--- src/rtl/himem_ctrl_m_if.sv ---
// CPU-socket / host-bus signal bundle for the 65816 high-memory controller.
// The slave side is the controller itself; the master side is the CPU/host
// environment driving the socket pins.
interface himem_ctrl_m_if #(
    parameter int RAM_ABITS = 19
);
    // Host phase clock and CPU socket inputs
    logic                   bbc_ck2_phi0;
    logic                   cpu_e;
    logic                   vda;
    logic                   vpa;
    logic                   rnw;
    logic [15:0]            addr;
    logic [7:0]             cpu_d_in;

    // Controller outputs towards RAM, host bus and CPU
    logic                   ram_ceb;
    logic [RAM_ABITS-17:0]  ram_bank;
    logic                   bbc_rnw;
    logic                   dummy_access;
    logic                   rdy_lo;
    logic                   cfg_rd;
    logic [7:0]             cfg_rdata;

    modport slave (
        input  bbc_ck2_phi0, cpu_e, vda, vpa, rnw, addr, cpu_d_in,
        output ram_ceb, ram_bank, bbc_rnw, dummy_access, rdy_lo, cfg_rd, cfg_rdata
    );

    modport master (
        output bbc_ck2_phi0, cpu_e, vda, vpa, rnw, addr, cpu_d_in,
        input  ram_ceb, ram_bank, bbc_rnw, dummy_access, rdy_lo, cfg_rd, cfg_rdata
    );
endinterface

--- src/rtl/himem_ctrl_m.sv ---
// 65816 high-memory controller: latches the bank byte, decodes on-board RAM
// (high banks and optional bank-0 low-RAM shadow), turns those accesses into
// dummy host reads, and stretches them with a programmable RDY wait-state
// generator. Everything runs on the host 8 MHz clock.
module himem_ctrl_m #(
    parameter int          RAM_ABITS   = 19,
    parameter logic [1:0]  HIMEM_MATCH = 2'b11,
    parameter logic [15:0] CFG_ADDR    = 16'hFCF0,
    parameter logic [7:0]  SHADOW_BANK = 8'h40
) (
    input  logic            bbc_ck8,
    input  logic            reset,
    himem_ctrl_m_if.slave   bus
);

    typedef enum logic {
        ST_IDLE = 1'b0,
        ST_WAIT = 1'b1
    } ws_state_e;

    logic                   ph0_q;
    logic [7:0]             bank_q;
    logic [3:0]             cfg_q;
    ws_state_e              state_q, state_d;
    logic [1:0]             ws_cnt_q, ws_cnt_d;

    logic                   rise;
    logic                   bank0;
    logic                   cfg_hit;
    logic                   hi_sel;
    logic                   sh_sel;
    logic                   sel;
    logic                   ws_start;
    logic                   ws_busy;

    // Start of PHI2, seen one ck8 cycle after phi0 goes high
    assign rise     = bus.bbc_ck2_phi0 & ~ph0_q;
    assign bank0    = (bank_q == 8'h00);
    assign cfg_hit  = bus.bbc_ck2_phi0 & bus.vda & bank0 & (bus.addr == CFG_ADDR);

    assign hi_sel   = cfg_q[0] & (bank_q[7:6] == HIMEM_MATCH);
    assign sh_sel   = cfg_q[1] & ~bus.cpu_e & bank0 & ~bus.addr[15];
    assign sel      = (bus.vda | bus.vpa) & (hi_sel | sh_sel);

    // A stretched access must keep the RAM off in its very first PHI2 cycle
    // too, before the FSM has had an edge to enter WAIT.
    assign ws_start = (state_q == ST_IDLE) & rise & sel & (cfg_q[3:2] != 2'd0);
    assign ws_busy  = (state_q == ST_WAIT) | ws_start;

    assign bus.ram_bank     = hi_sel ? bank_q[RAM_ABITS-17:0]
                            : sh_sel ? SHADOW_BANK[RAM_ABITS-17:0]
                            :          '0;
    assign bus.ram_ceb      = ~(bus.bbc_ck2_phi0 & sel & ~ws_busy);
    assign bus.dummy_access = sel;
    assign bus.bbc_rnw      = bus.rnw | sel;
    assign bus.rdy_lo       = (state_q == ST_WAIT);
    assign bus.cfg_rd       = cfg_hit & bus.rnw;
    assign bus.cfg_rdata    = {4'b0000, cfg_q};

    // Phase edge history, PHI1 bank-byte latch and config register writes
    always_ff @(posedge bbc_ck8) begin
        // NOTE: state registers use non-blocking assignment so every flop
        // samples pre-edge values regardless of statement order.
        if (reset) begin
            ph0_q  <= 1'b0;
            bank_q <= 8'h00;
            cfg_q  <= 4'h0;
        end else begin
            ph0_q <= bus.bbc_ck2_phi0;
            if (!bus.bbc_ck2_phi0) begin
                bank_q <= bus.cpu_e ? 8'h00 : bus.cpu_d_in;
            end
            if (cfg_hit && !bus.rnw) begin
                cfg_q <= bus.cpu_d_in[3:0];
            end
        end
    end

    // Wait-state FSM state and counter registers
    always_ff @(posedge bbc_ck8) begin
        if (reset) begin
            state_q  <= ST_IDLE;
            ws_cnt_q <= 2'd0;
        end else begin
            state_q  <= state_d;
            ws_cnt_q <= ws_cnt_d;
        end
    end

    // Wait-state next-state logic: load WS on a selecting rise, count rises
    always_comb begin
        // NOTE: hold values are assigned first so no path leaves a latch.
        state_d  = state_q;
        ws_cnt_d = ws_cnt_q;
        case (state_q)
            ST_IDLE: begin
                if (ws_start) begin
                    state_d  = ST_WAIT;
                    ws_cnt_d = cfg_q[3:2];
                end
            end
            ST_WAIT: begin
                if (rise) begin
                    ws_cnt_d = ws_cnt_q - 2'd1;
                    if (ws_cnt_q == 2'd1) begin
                        state_d = ST_IDLE;
                    end
                end
            end
            default: begin
                state_d  = ST_IDLE;
                ws_cnt_d = 2'd0;
            end
        endcase
    end

endmodule
--- src/flat_wrapper.sv ---
// flat-port wrapper written by rule: the top's interface ports become plain ports
module himem_ctrl_m_flat 
#(
    parameter int          RAM_ABITS   = 19,
    parameter logic [1:0]  HIMEM_MATCH = 2'b11,
    parameter logic [15:0] CFG_ADDR    = 16'hFCF0,
    parameter logic [7:0]  SHADOW_BANK = 8'h40
)
  (bbc_ck8, reset, bus_bbc_ck2_phi0, bus_cpu_e, bus_vda, bus_vpa, bus_rnw, bus_addr, bus_cpu_d_in, bus_ram_ceb, bus_ram_bank, bus_bbc_rnw, bus_dummy_access, bus_rdy_lo, bus_cfg_rd, bus_cfg_rdata);
  himem_ctrl_m_if #(.RAM_ABITS(RAM_ABITS)) bus_i ();
  input  logic bbc_ck8;
  input  logic reset;
  input wire logic [$bits(bus_i.bbc_ck2_phi0)-1:0] bus_bbc_ck2_phi0;
  input wire logic [$bits(bus_i.cpu_e)-1:0] bus_cpu_e;
  input wire logic [$bits(bus_i.vda)-1:0] bus_vda;
  input wire logic [$bits(bus_i.vpa)-1:0] bus_vpa;
  input wire logic [$bits(bus_i.rnw)-1:0] bus_rnw;
  input wire logic [$bits(bus_i.addr)-1:0] bus_addr;
  input wire logic [$bits(bus_i.cpu_d_in)-1:0] bus_cpu_d_in;
  output wire logic [$bits(bus_i.ram_ceb)-1:0] bus_ram_ceb;
  output wire logic [$bits(bus_i.ram_bank)-1:0] bus_ram_bank;
  output wire logic [$bits(bus_i.bbc_rnw)-1:0] bus_bbc_rnw;
  output wire logic [$bits(bus_i.dummy_access)-1:0] bus_dummy_access;
  output wire logic [$bits(bus_i.rdy_lo)-1:0] bus_rdy_lo;
  output wire logic [$bits(bus_i.cfg_rd)-1:0] bus_cfg_rd;
  output wire logic [$bits(bus_i.cfg_rdata)-1:0] bus_cfg_rdata;
  assign bus_i.bbc_ck2_phi0 = bus_bbc_ck2_phi0;
  assign bus_i.cpu_e = bus_cpu_e;
  assign bus_i.vda = bus_vda;
  assign bus_i.vpa = bus_vpa;
  assign bus_i.rnw = bus_rnw;
  assign bus_i.addr = bus_addr;
  assign bus_i.cpu_d_in = bus_cpu_d_in;
  assign bus_ram_ceb = bus_i.ram_ceb;
  assign bus_ram_bank = bus_i.ram_bank;
  assign bus_bbc_rnw = bus_i.bbc_rnw;
  assign bus_dummy_access = bus_i.dummy_access;
  assign bus_rdy_lo = bus_i.rdy_lo;
  assign bus_cfg_rd = bus_i.cfg_rd;
  assign bus_cfg_rdata = bus_i.cfg_rdata;
  himem_ctrl_m #(.RAM_ABITS(RAM_ABITS), .HIMEM_MATCH(HIMEM_MATCH), .CFG_ADDR(CFG_ADDR), .SHADOW_BANK(SHADOW_BANK)) u_core (.bbc_ck8(bbc_ck8), .reset(reset), .bus(bus_i));
endmodule
--- config.mk ---
export PLATFORM = sky130hd
export DESIGN_NAME = himem_ctrl_m_flat
export DESIGN_NICKNAME = d
export VERILOG_FILES = /design/src/rtl/himem_ctrl_m_if.sv /design/src/rtl/himem_ctrl_m.sv /design/src/flat_wrapper.sv
export SDC_FILE = /design/constraint.sdc
export NUM_CORES = 1
export LEC_CHECK = 0
export BUFFER_PORTS_ARGS = -buffer_cell sky130_fd_sc_hd__buf_2
export CAP_MARGIN = 10
export CORE_MARGIN = 2
export CORE_UTILIZATION = 40
export DETAILED_ROUTE_END_ITERATION = 16
export HOLD_SLACK_MARGIN = 0.12
export PLACE_DENSITY_LB_ADDON = 0.08
export SYNTH_ARGS = -nofsm -noshare
export SYNTH_HDL_FRONTEND = slang
export SYNTH_SLANG_ARGS = --single-unit
export TNS_END_PERCENT = 100
--- constraint.sdc ---
create_clock -name bbc_ck8 -period 1.35 [get_ports bbc_ck8]
set_input_delay 0.3375 -clock bbc_ck8 [delete_from_list [all_inputs] [get_ports bbc_ck8]]
set_output_delay 0.3375 -clock bbc_ck8 [all_outputs]
set_load 0.02 [all_outputs]
==> impl_metrics.ini <==
[status]
outcome = finished with violations
violations = negative setup slack

[clocking]
cts_tree = done
cts_sinks = 16
cts_buffers = 3
h-tree-depth = 1
worstSkewPairLatency_ps = 300
cts_buffer_depth = 2
clk_pin_slew_ps = 110
cts-root-buf = clkbuf_4

[power_and_ir_drop]
power_density_mw_per_mm2 = 665
peakVddDrop_v = 0.000467
power_leakage_nw = 0.699

[setup_path]
cp.required_ps = 1010
r2r_cells = 7
worstPathArrival_ps = 1550
setup.worst_path.start = u_core.bank_q[5]$_SDFFE_PP0N_
endpoint = bus_ram_ceb
startpoint_type = register
reg2reg_slack_ps = -400
setup.worst_path.class = reg2out
cp-end-kind = output pin
worstReg2RegStart = u_core.bank_q[5]$_SDFFE_PP0N_
r2r_end = u_core.ws_cnt_q[1]$_SDFFE_PP0P_
cp_max_fo = 3

[timing]
finalSetupTns_ps = -4410
period_minus_slack_ps = 1890
rsz0062_at_grt = yes
fin_ws_ps = -538
slew_violations = 0
skew_ps = 7.10
finalSetupViolCount = 13
fmax_ghz = 0.530
final_hold_viol_count = 0
fin_crit_sh_pct = 140

[floorplan]
die_area_mm2 = 0.00277
core_region_area_mm2 = 0.00223
die_x_um = 52.7
start_util_pct = 42.4
num_rows = 17
io_pins = 47
fp.dieH_um = 52.7

[routing]
route.detailed.drc = 0
antenna_left = 0
via_per_inst = 5.54
drtIter0Drc = 19
first_pass_iters = 4
vias = 1124
detail_route.wl_per_cell_um = 14.9
wl_um = 3020

[hold_path]
min_from = bus_cpu_d_in[7]
hold_path.class = in2reg

[layout]
final_net_count = 208
regArea_um2 = 333
nFillCells = 200
drive_gt1_share_pct = 58.3
final_common_cell = buf_2
diodes = 0
instances_no_fill = 203
area_growth_pct = 66.3
layout_common_cells = 35 x buf_2, 19 x buf_4, 11 x nor2_1, 10 x buf_6
multi_input_area_um2 = 711

[logic_synthesis]
synth_top_family_by_area = simple AND/OR/NAND/NOR gates
synth.area.mux_share_pct = 0
synth_seq_area_share_pct = 33.8
synth_xor_area_share_pct = 0
ys_warn_count = 0
synth_compound_area_share_pct = 23.0
synth-seq-cells = 16
syn_inst = 112
synthSimpleGateAreaFrac_pct = 33.4
synthAdderAreaFrac_pct = 1.32
netlist_area_um2 = 947
synth_cell_types = 42
ys.flop_type = dfxtp_1
avgSynthCellArea_um2 = 8.46
synth_edf_count = 0
synthArstFlopShare_pct = 0

[placed_design]
port_buffers = 42
dp_hpwl_um = 2260
place.gp.congestion = 0.791
placed_cells = 194

[global_routing]
grt_pass1_vias = 1021
grt_overflow_total = 0
grt_usage_pct = 23.9
grt_pass1_wl_um = 4720
grt_max_degree = 18
antenna_found_initial = 0

[flow_run]
max_cap_viol_count = 0
critical path, cell delays in order (launching register included):
cell and delay (ps):
dfxtp_2 350, nor4_4 300, nand3_2 130, a21oi_4 190
o2111ai_4 120, buf_6 150
state kept, by name (all words and copies together), names as in the netlist:
name               cells
u_core.bank_q          8
u_core.cfg_q           4
u_core.ws_cnt_q        2
u_core.bus.rdy_lo      1
u_core.ph0_q           1
layer usage:
metal / vias to the layer above / GRT usage [%] / routed length, um
met2: 44 / 40.6 / 1500
met5: - / 0 / 0
met3: 4 / 2.57 / 177
met1: 538 / 30.1 / 1290
li1: 538 / - / -
met4: 0 / 10.3 / 48
what timing repair did:
| item | CTS | global route |
|---|---|---|
| hold buffers | 0 | 0 |
| cloned | 0 | 0 |
| pin swaps | 8 | 11 |
| setup endpoints to repair | 13 | 15 |
| gates resized for setup | 26 | 8 |
| setup buffers | 2 | 3 |
| endpoints found under the hold margin | 0 | 0 |
logic make-up (layout without fill, tap and decap cells):
logic type                 after synthesis  in the layout
AOI/OAI and AO/OA                       29             29
other                                    1              4
adders and majority gates                1              1
DFF                                     16             16
buffers and inverters                   16             76
and+or+nand+nor                         49             49
Yosys cell counts, types with 3 or more instances:
cell type | number | share of area, %
a21oi_1 | 7 | 3.7
a22oi_1 | 3 | 2.4
a311oi_1 | 3 | 2.8
a31o_2 | 4 | 3.7
and2_1 | 4 | 2.6
buf_4 | 4 | 3.2
dfxtp_1 | 16 | 34
inv_1 | 8 | 3.2
nand2_1 | 5 | 2.0
nor2_1 | 11 | 4.4
nor2b_1 | 3 | 2.0
nor3b_1 | 6 | 4.8
how the worst min path moves through the flow:
stage / endpoint / slack [ps] / cells after the start
2_1_floorplan: u_core.bank_q[5]$_SDFFE_PP0N_ / 480 / 2
3_3_place_gp: u_core.cfg_q[3]$_SDFFE_PP0P_ / 490 / 2
3_5_place_dp: u_core.cfg_q[3]$_SDFFE_PP0P_ / 500 / 2
4_1_cts: u_core.bank_q[7]$_SDFFE_PP0N_ / 270 / 3
5_1_grt: u_core.bank_q[7]$_SDFFE_PP0N_ / 270 / 3
6_report: u_core.bank_q[7]$_SDFFE_PP0N_ / 260 / 3
area by class of cell:
type	count	share of cell area (%)
sequential	16	21.1
multi-input combinational	83	45.1
inverter	8	1.91
tap	28	2.22
clock buffer	4	2.30
timing repair buffer	64	27.3
report_power, final:
part / switching (mW) / internal, mW / total (mW) / leakage, nW
Clock: 0.176 / 0.165 / 0.340 / 0.0210
Combinational: 0.104 / 0.107 / 0.212 / 0.544
Sequential: 0.0137 / 0.482 / 0.496 / 0.134
Total: 0.294 / 0.754 / 1.05 / 0.699
through the flow:
stage          total power [mW]  hold WS [ps]  instance area, um^2  setup slack (ps)  utilization [%]
4_1_cts                    1.02           268                 1520              -587             67.8
6_report                   1.05           262                 1580              -538             70.5
3_3_place_gp              0.677           494                 1370              -284             61.5
2_1_floorplan             0.598           481                 1050              -250                -
5_1_grt                    1.09           265                 1580              -641             70.5
3_5_place_dp              0.683           502                 1370              -299             61.5
(Power assumes the default switching activity.)
